**src/rtl/ddsm_pkg.sv**
```systemverilog
// Shared constants and helpers for the MASH delta-sigma modulator core.
package ddsm_pkg;

  localparam int unsigned LFSR_W    = 16;
  localparam logic [15:0] LFSR_SEED = 16'hACE1;
  // Feedback taps for x^16+x^14+x^13+x^11+1 in a right-shifting Fibonacci register.
  localparam logic [15:0] LFSR_TAPS = 16'h002D;

  localparam int unsigned DATA_W_MIN = 4;
  localparam int unsigned DATA_W_MAX = 32;
  localparam int unsigned STAGES_MIN = 1;
  localparam int unsigned STAGES_MAX = 4;

  function automatic int unsigned clog2(input int unsigned v);
    int unsigned r;
    r = 0;
    while ((64'd1 << r) < 64'(v)) r = r + 1;
    return r;
  endfunction

endpackage

```
**src/rtl/ddsm_acc_stage.sv**
```systemverilog
// One masked accumulator stage: width-B carry extraction, hold/step/load,
// and a combinational new-sum output that feeds the next stage in the same cycle.
module ddsm_acc_stage
  import ddsm_pkg::*;
#(
  parameter int unsigned    P_W       = 24,
  parameter logic [P_W-1:0] P_RST_VAL = '0
) (
  input  logic                       i_clk,
  input  logic                       i_rst_n,
  input  logic                       i_step,
  input  logic                       i_active,
  input  logic                       i_load,
  input  logic [P_W-1:0]             i_load_val,
  input  logic [P_W-1:0]             i_mask,
  input  logic [clog2(P_W+1)-1:0]    i_bits,
  input  logic [P_W-1:0]             i_add,
  input  logic                       i_cin,
  output logic [P_W-1:0]             o_sum,
  output logic                       o_carry
);

  logic [P_W-1:0] acc_q, acc_d;
  logic [P_W:0]   sum;

  // Operands are re-masked so a shrinking B never lets stale upper bits leak into the carry.
  always_comb begin
    sum     = {1'b0, acc_q & i_mask} + {1'b0, i_add & i_mask} + {{P_W{1'b0}}, i_cin};
    o_carry = i_active & sum[i_bits];
    o_sum   = i_active ? (sum[P_W-1:0] & i_mask) : (acc_q & i_mask);
    acc_d   = acc_q;
    if (i_load) begin
      acc_d = i_load_val & i_mask;
    end else if (i_step) begin
      acc_d = o_sum;
    end
  end

  always_ff @(posedge i_clk or negedge i_rst_n) begin
    if (!i_rst_n) begin
      acc_q <= P_RST_VAL;
    end else begin
      acc_q <= acc_d;
    end
  end

endmodule

```
**src/rtl/ddsm_mash_core.sv**
```systemverilog
// MASH delta-sigma modulator: P_STAGES cascaded accumulators with runtime order/width,
// seed load, LFSR dither and a registered digital error-cancellation output.
module ddsm_mash_core
  import ddsm_pkg::*;
#(
  parameter int unsigned P_DATA_WIDTH = 24,
  parameter int unsigned P_STAGES     = 3,
  parameter int unsigned P_SEED_RST   = 0
) (
  input  logic                              i_clk,
  input  logic                              i_rst_n,
  input  logic                              i_en,
  input  logic [P_DATA_WIDTH-1:0]           i_frac,
  input  logic [clog2(P_DATA_WIDTH+1)-1:0]  i_acc_bits,
  input  logic [2:0]                        i_order,
  input  logic                              i_dither_en,
  input  logic                              i_seed_load,
  input  logic [P_DATA_WIDTH-1:0]           i_seed,
  output logic signed [P_STAGES:0]          o_dsm,
  output logic                              o_valid
);

  localparam int unsigned  BW        = clog2(P_DATA_WIDTH + 1);
  localparam int unsigned  YW        = P_STAGES + 2;
  localparam logic [BW-1:0] BITS_MAX  = BW'(P_DATA_WIDTH);
  localparam logic [2:0]    ORDER_MAX = 3'(P_STAGES);

  logic [BW-1:0]           bits_eff;
  logic [2:0]              order_eff;
  logic [P_DATA_WIDTH-1:0] mask;
  logic                    step;
  logic [LFSR_W-1:0]       lfsr_q, lfsr_d;
  logic [P_STAGES-1:0]     carry_v;
  logic signed [YW-1:0]    e      [P_STAGES];
  logic signed [YW-1:0]    hist_q [1:P_STAGES-1];
  logic signed [YW-1:0]    hist_d [1:P_STAGES-1];
  logic signed [P_STAGES:0] dsm_q, dsm_d;
  logic                    valid_q, valid_d;

  function automatic logic signed [YW-1:0] ext_carry(input logic b);
    return $signed({{(YW-1){1'b0}}, b});
  endfunction

  always_comb begin
    bits_eff  = (i_acc_bits == '0 || i_acc_bits > BITS_MAX) ? BITS_MAX : i_acc_bits;
    order_eff = (i_order == 3'd0 || i_order > ORDER_MAX) ? ORDER_MAX : i_order;
    mask      = ~({P_DATA_WIDTH{1'b1}} << bits_eff);
    step      = i_en & ~i_seed_load;
  end

  for (genvar k = 0; k < P_STAGES; k++) begin : g_stage
    logic [P_DATA_WIDTH-1:0] add;
    logic [P_DATA_WIDTH-1:0] sum;
    logic                    cin;
    logic                    carry;

    if (k == 0) begin : g_head
      assign add = i_frac;
      assign cin = lfsr_q[0] & i_dither_en;
    end else begin : g_tail
      assign add = g_stage[k-1].sum;
      assign cin = 1'b0;
    end

    ddsm_acc_stage #(
      .P_W       (P_DATA_WIDTH),
      .P_RST_VAL ((k == 0) ? P_DATA_WIDTH'(P_SEED_RST) : '0)
    ) u_stage (
      .i_clk      (i_clk),
      .i_rst_n    (i_rst_n),
      .i_step     (step),
      .i_active   (3'(k) < order_eff),
      .i_load     (i_seed_load),
      .i_load_val ((k == 0) ? i_seed : '0),
      .i_mask     (mask),
      .i_bits     (bits_eff),
      .i_add      (add),
      .i_cin      (cin),
      .o_sum      (sum),
      .o_carry    (carry)
    );

    assign carry_v[k] = carry;
  end

  // Nested form y = c1 + D(c2 + D(c3 + D(c4))); e[0] is the output sample.
  always_comb begin
    e[P_STAGES-1] = ext_carry(carry_v[P_STAGES-1]);
    for (int k = int'(P_STAGES) - 2; k >= 0; k--) begin
      e[k] = ext_carry(carry_v[k]) + e[k+1] - hist_q[k+1];
    end
  end

  always_comb begin
    lfsr_d  = lfsr_q;
    dsm_d   = dsm_q;
    valid_d = 1'b0;
    hist_d  = hist_q;
    if (i_seed_load) begin
      dsm_d = '0;
      for (int k = 1; k < int'(P_STAGES); k++) hist_d[k] = '0;
    end else if (i_en) begin
      lfsr_d  = {^(lfsr_q & LFSR_TAPS), lfsr_q[LFSR_W-1:1]};
      dsm_d   = e[0][P_STAGES:0];
      valid_d = 1'b1;
      for (int k = 1; k < int'(P_STAGES); k++) hist_d[k] = e[k];
    end
  end

  always_ff @(posedge i_clk or negedge i_rst_n) begin
    if (!i_rst_n) begin
      lfsr_q  <= LFSR_SEED;
      dsm_q   <= '0;
      valid_q <= 1'b0;
      for (int k = 1; k < int'(P_STAGES); k++) hist_q[k] <= '0;
    end else begin
      lfsr_q  <= lfsr_d;
      dsm_q   <= dsm_d;
      valid_q <= valid_d;
      for (int k = 1; k < int'(P_STAGES); k++) hist_q[k] <= hist_d[k];
    end
  end

  assign o_dsm   = dsm_q;
  assign o_valid = valid_q;

endmodule

```
**config.mk**
```make
export PLATFORM = sky130hd
export DESIGN_NAME = ddsm_mash_core
export DESIGN_NICKNAME = d
export VERILOG_FILES = /design/src/rtl/ddsm_pkg.sv /design/src/rtl/ddsm_acc_stage.sv /design/src/rtl/ddsm_mash_core.sv
export SDC_FILE = /design/constraint.sdc
export NUM_CORES = 1
export LEC_CHECK = 0
export BUFFER_PORTS_ARGS = -buffer_cell sky130_fd_sc_hd__buf_4
export CORE_MARGIN = 10
export CORE_UTILIZATION = 50
export CTS_BUF_LIST = sky130_fd_sc_hd__clkbuf_2 sky130_fd_sc_hd__clkbuf_4 sky130_fd_sc_hd__clkbuf_8
export CTS_CLUSTER_DIAMETER = 40
export DETAILED_ROUTE_END_ITERATION = 7
export PLACE_DENSITY = 0.68
export SKIP_LAST_GASP = 1
export SLEW_MARGIN = 10
export SYNTH_ARGS = -nofsm -noshare
export SYNTH_HDL_FRONTEND = slang
export SYNTH_SLANG_ARGS = --single-unit
export TNS_END_PERCENT = 20
```
**constraint.sdc**
```tcl
create_clock -name i_clk -period 10.7 [get_ports i_clk]
set_input_delay 2.14 -clock i_clk [delete_from_list [all_inputs] [get_ports i_clk]]
set_output_delay 2.14 -clock i_clk [all_outputs]
set_load 0.005 [all_outputs]
```
* Yosys cells after proc, flatten, opt, wreduce, memory -nomap -nowiden
Cells that the tools add are included. W data, S select, Z words.
Operators by class: add/subtract/negate cells 8, $lt $le $gt $ge 6, shift operators 1, mux-type cells 23, bitwise gates (word level) 17, reduce and logical (&&, ||, !) cells 8
Operators with widths (count):
- $and A24 B24 Y24 | 10
- $mux W24 | 9
- $add A24 B24 Y25 | 3
- $add A25 B1 Y25 | 1
- $not A24 Y24 | 1
- $shl A24 B5 Y24 const A | 1
- $mux W9 | 2
- $reduce_xor A16 Y1 | 1
- $bmux W1 S5 | 3
- $mux W4 | 2
- $lt A1 B3 Y1 const A | 2
- $lt A5 B6 Y1 const B | 1
- $and A1 B1 Y1 | 5
- $gt A5 B5 Y1 const B | 1
- $logic_not A5 Y1 | 1
- $mux W1 | 5
- $mux W5 | 1
- $add A2 B4 Y4 | 1
- $reduce_bool A2 Y1 | 2
- $sub A3 B4 Y4 | 1
- $sub A4 B4 Y4 | 1
- $gt A3 B2 Y1 const B | 1
- $logic_not A3 Y1 | 1
- $lt A2 B3 Y1 const A | 1
- other kinds (5) | 6
Word-level totals: flip-flop bits (word level) 101, input port bits 61, output and inout bits 5, logic and storage cells 71

* Depth between registers and ports, before layout
depth after elaboration 25, mapped depth 48, mapped depth without buffers 44

* By module
A second synthesis with hierarchy kept.
Second synthesis, totals: cells, all modules 1470, area, all modules 11852.6 um^2
By module, submodules not included:
- ddsm_acc_stage at g_stage[0].u_stage | instances 1, cells each 454, area each 3510.9 um^2, seq. area each 600.6 um^2
- ddsm_acc_stage at g_stage[1].u_stage | instances 1, cells each 440, area each 3443.3 um^2, seq. area each 600.6 um^2
- ddsm_acc_stage at g_stage[2].u_stage | instances 1, cells each 419, area each 3313.2 um^2, seq. area each 600.6 um^2
- ddsm_mash_core | instances 1, cells each 157, area each 1585.3 um^2, seq. area each 635.6 um^2

* Worst setup path after synthesis
OpenSTA, ideal clock, no wires.
path type input to register, from input i_acc_bits[2], to register dsm_q[3] (netlist: o_dsm[3]), setup time 0.094 ns, arrival 10.574 ns, data required time 10.606 ns, setup slack 0.032 ns, cell stages on the path 45, buffers on the path 5, path through clkbuf_1 -> or3_1 -> clkbuf_1 -> o21ai_1 -> clkbuf_1 -> nor2_1 -> nor2b_1 -> ha_1 -> nand2_1 -> a21oi_1 -> nand3_1 -> a311oi_1 -> a31oi_1 -> xor2_1 -> nor2_1 -> ha_1 -> clkbuf_1 -> a21o_1 -> [... 9 more ...] -> a211o_1 -> a41oi_1 -> o21ai_0 -> xnor2_1 -> a221oi_2 -> a41oi_2 -> nor2_1 -> ha_1 -> inv_1 -> ha_1 -> ha_1 -> inv_1 -> ha_1 -> ha_1 -> a21o_1 -> a21oi_1 -> xnor2_1 -> a211oi_1
Between the ends: longest elaborated chain between the ends 25, elaborated cells between the ends (all ways) 35, those cells by class add/sub (8); order compare (1); shift (1); mux (11); bitwise (12); reduce/logical (2)
RTL lines:
- start, declared | RTL line ddsm_mash_core.sv:14 | input logic [clog2(P_DATA_WIDTH+1)-1:0] i_acc_bits,
- $gt A5 B5 Y1 / $logic_not A5 Y1 (equally long branches) | RTL line ddsm_mash_core.sv:45 | bits_eff = (i_acc_bits == '0 || i_acc_bits > BITS_MAX) ? BITS_MAX : i_acc_bits;
- $logic_or A1 B1 Y1 | RTL line ddsm_mash_core.sv:45
- $mux W5 (*) | RTL line ddsm_mash_core.sv:45
- $shl A24 B5 Y24 | RTL line ddsm_mash_core.sv:47 | mask = ~({P_DATA_WIDTH{1'b1}} << bits_eff);
- $not A24 Y24 | RTL line ddsm_mash_core.sv:47
- $and A24 B24 Y24, on equally long branches | RTL line ddsm_acc_stage.sv:28, ddsm_acc_stage.sv:30
- $add A24 B24 Y25 | RTL line ddsm_acc_stage.sv:28 | sum = {1'b0, acc_q & i_mask} + {1'b0, i_add & i_mask} + {{P_W{1'b0}}, i_cin};
- $add A25 B1 Y25 | RTL line ddsm_acc_stage.sv:28
- [... 9 more ...]
- $mux W1 (not written as such) | RTL line ddsm_acc_stage.sv:29 | o_carry = i_active & sum[i_bits];
- $and A1 B1 Y1 | RTL line ddsm_acc_stage.sv:29
- $add A1 B1 Y2 | RTL line ddsm_mash_core.sv:90 | e[k] = ext_carry(carry_v[k]) + e[k+1] - hist_q[k+1];
- $sub A3 B4 Y4 | RTL line ddsm_mash_core.sv:90
- $add A2 B4 Y4 (*) | RTL line ddsm_mash_core.sv:90
- $sub A4 B4 Y4 (*) | RTL line ddsm_mash_core.sv:90
- $mux W4 (*) | RTL line ddsm_mash_core.sv:102 | end else if (i_en) begin
- $mux W4 (*) | RTL line ddsm_mash_core.sv:99 | if (i_seed_load) begin
- end signal, assigned | RTL line ddsm_mash_core.sv:118 | dsm_q <= dsm_d;
- end, declared | RTL line ddsm_mash_core.sv:37 | logic signed [P_STAGES:0] dsm_q, dsm_d;
Every way passes the cells marked *; elsewhere a longest branch is shown, timed or not. The select of a mux whose other input is x is not followed. A chain may end at the register's enable or synchronous reset.

* Final worst setup path
from input i_acc_bits[1], to register dsm_q[2] (netlist: o_dsm[2])
The elaborated chain is that of the path after synthesis.

==> flow_summary_export.csv <==
group,metric,value,unit
outcome,outcome,"complete, no violations",
power,pwr-share-comb,56.9,%
synth,ys_seq_elements,97,
cts,cts.sinks,97,
cts,clockRootBuffer,"clkbuf_8",
hold_path,min_path_type,"reg -> reg",
synth,synth_top_flop_cell,"dfrtp_1",
synth,synth-simple-area-share,24.59,%
power,vdd_drop_max,0.09866,mV
cts,cts_tree,"built",
final_layout,final_cells,1825,
floorplanning,die_height,165.1,um
routing,drt-vias-per-instance,6.179,
global_routing,first_global_vias,10790,
flow_run,cap_violations,0,
cts,clock_latency,0.41,ns
floorplanning,rows,53,
placed_design,post_dp_cell_area,0.01240,mm2
routing,num_vias,11276,
power,p_int,0.9284,mW
worst_setup_path,path_class,"in -> reg",
synth,synth_area_leaders,"dfrtp_1 21%, ha_1 9.5%, nor2_1 5.5%",
sta,clock.fmax,0.09770,GHz
synth,synth_fa_ha_area_share,10.46,%
sta,fin_crit,10.24,ns
sta,drv_slew,0,
worst_setup_path,arrival,10.55,ns
power,power.density,128.7,mW/mm2
cts,htreeDepth,3,
synth,synth_area_leader_cell,"dfrtp_1",
sta,tightest_slew,0.9496,ns
synth,synth_top_family_by_area,"compound AO/OA/AOI/OAI gates",
routing,finalWirelength,38.67,mm
synth,post-synth-top-count-cell,"nor2_1",
floorplanning,coreArea,0.02089,mm2
routing,drtIter0Drc,1241,
placed_design,dp.cells,1808,
power,clkPwrFrac,15.8,%
final_layout,drive_above_1_share,22.60,%
hold_path,min_delay_path_depth,2,
synth,netlist_instances,1357,
worst_setup_path,worstPathMaxFanout,6,
cts,cts-buffers-inserted,9,
power,seqPwrFrac,27.3,%
final_layout,final_util,60.75,%
sta,setup_viol,0,
synth,ys_seq_area_share,23.16,%
cts,clk_transition_reported_paths,0.10,ns
synth,synth_xor_area_share,5.244,%
placed_design,dp_hpwl,29.23,mm
synth,synth_compound_area_share,26.54,%
synth,synth_fp_nets,1503,
worst_setup_path,cp_slowest_stage_delay,0.47,ns
power,leakagePower,6.122,nW
floorplanning,ioPinCount,66,
sta,period_share,95.66,%
final_layout,fill_cells,1946,
routing,final_antenna_net_count,0,
worst_setup_path,start_kind,"input pin",
worst_setup_path,cp_num_buf_inv,5,
synth,synth_common_cells,"154 x nor2_1, 128 x nand2_1, 115 x a21oi_1",
worst_setup_path,cpMostUsedCell,"ha_1",
synth,synth.distinct_cells,90,
worst_setup_path,cpMaxStageDelayCell,"or4_4",
sta,finClkSkew,0.02075,ns
sta,setup_tns,0,ns
worst_setup_path,end_kind,"flip-flop",
worst_setup_path,reg2reg_depth,38,
final_layout,area_growth,20.61,%
synth,yosysTopAreaCellShare,21.17,%
routing,firstDrtPassIters,6,
power,p_switching,0.7053,mW
global_routing,grtUsageTotal,27.94,%
sta,hold_viol_final,0,
floorplanning,dieArea,0.02725,mm2
cts,clk_path_buf_depth,2,
routing,drc_errors,0,
global_routing,grt_pass1_wl,59.84,mm
synth,async_flop_share,100.0,%
placed_design,gp_congestion,0.9877,
synth,muxShareOfSynthArea,5.184,%
cts,cts_hold_buf,0,
synth,syn_area,0.01052,mm2
global_routing,grt_overflow,0,
global_routing,antenna_found_initial,0,
routing,wl_per_cell,21.19,um
worst_setup_path,worstPathRequired,11.01,ns
synth,avgSynthCellArea,7.754,um2
worst_setup_path,critPathTopFamily,"compound AO/OA/AOI/OAI gates",
synth,ys_warn_count,0,
worst_setup_path,cp.depth,41,
final_layout,stdcell_area,0.01269,mm2
global_routing,grt_max_degree,65,
power,power_switching_share,43.17,%
sta,max_slew_margin,36.46,%
floorplanning,start_util,50.37,%
placed_design,io_buffers,65,
synth,synth_edf_count,0,
final_layout,nets,1691,
floorplanning,die_x,165.1,um
[registers in the layout, summed over array words and instances (netlist names)]
| signal | flops |
|---|---|
| hist_q | 4 |
| o_valid | 1 |
| g_stage.u_stage.acc_q | 72 |
| lfsr_q | 16 |
| o_dsm | 4 |
[worst paths after layout]
check                                       start                                       end  slack [ns]
min reg2reg                lfsr_q[15]$_DFFE_PN1P_                    lfsr_q[15]$_DFFE_PN1P_        0.48
min in group asynchronous                 i_rst_n  g_stage[0].u_stage.acc_q[22]$_DFFE_PN0P_        1.70
max                                 i_acc_bits[1]                      o_dsm[2]$_DFFE_PN0P_        0.46
max reg2reg                 lfsr_q[0]$_DFFE_PN1P_                      o_dsm[2]$_DFFE_PN0P_        1.90
max in group asynchronous                 i_rst_n   g_stage[2].u_stage.acc_q[9]$_DFFE_PN0P_        7.69
min                        lfsr_q[15]$_DFFE_PN1P_                    lfsr_q[15]$_DFFE_PN1P_        0.48
[metrics by stage]
stage / hold WS [ns] / power [mW] / setup slack, ns
global placement: 0.4674 / 1.342 / -0.1680
finish: 0.4835 / 1.634 / 0.4643
floorplan: 0.4555 / 1.030 / 0.03239
detailed placement: 0.4734 / 1.353 / -0.1901
global route: 0.5064 / 1.740 / -0.01013
CTS: 0.4877 / 1.612 / 0.1469
[logic make-up (layout without fill, tap and decap cells)]
kind of cell,Yosys count,in the layout
other,0,1
buffers and inverters,114,306
muxes,52,52
xor gates and xnor gates,63,63
adders and majority gates,85,85
AOI/OAI and AO/OA,412,412
DFF,97,97
and+or+nand+nor,534,534
[layout make-up]
| cell class | count | area, um2 | area share, % |
|---|---|---|---|
| clock buffers | 12 | 158.9 | 1.252 |
| repair buffers | 255 | 1914 | 15.08 |
| multi-input cells | 1146 | 7675 | 60.48 |
| flip-flops and latches | 97 | 2437 | 19.21 |
| well taps | 275 | 344.1 | 2.711 |
| inverters | 36 | 135.1 | 1.065 |
| clock inverters | 3 | 23.77 | 0.1873 |
| diodes | 1 | 2.502 | 0.01972 |
[what timing repair did]
item,in CTS,in global routing
buffers inserted,0,1
gates resized for setup,0,26
endpoints found under the setup margin,0,3
[power by group through the flow]
| stage | combinational, mW | sequential (mW) | clock, mW |
|---|---|---|---|
| global placement | 0.891 | 0.452 | 0 |
| finish | 0.930 | 0.446 | 0.257 |
| floorplan | 0.585 | 0.445 | 0 |
| detailed placement | 0.900 | 0.453 | 0 |
| CTS | 0.906 | 0.446 | 0.259 |
| global route | 1.01 | 0.454 | 0.275 |
[metal layers]
layer | up-vias | GRT usage, % | part of all wire (%)
met2 | 511 | 43.26 | 44
met1 | 5387 | 38.52 | 45
met3 | 82 | 4.710 | 8.6
met5 | - | 0 | 0
li1 | 5296 | - | -
met4 | 0 | 9.662 | 2.9
[tightest hold or removal path, stage by stage, from the launching register on]
cell     delay, ns
dfstp_2       0.38
nand2_1       0.04
o21ai_0       0.07
[placed cells by master, fill, tap and decap left out, types with 6 or more instances in the layout]
cell and instances:
o21ai_0 65, a31o_2 6, ha_1 80, a211oi_1 16, a21oi_1 107, o21bai_1 12
a31oi_1 19, a21o_1 29, o211ai_1 12, nand2b_1 6, xnor2_1 40, nand3_1 34
a22oi_1 11, xor2_1 23, o31ai_1 10, o21a_1 13, nor2b_1 58, a21oi_2 7
and2_1 54, nor2_1 151, o22ai_1 15, a32oi_1 10, mux2i_1 35, dfstp_2 8
nand2_1 127, inv_1 34, nand4_1 12, nor4_1 6, nor3_1 34, buf_4 255
a211o_1 10, mux2_2 16, clkbuf_8 11, and3_1 19, dfrtp_1 89, or3_1 6
No activity file was read; power rests on OpenSTA's default activity.
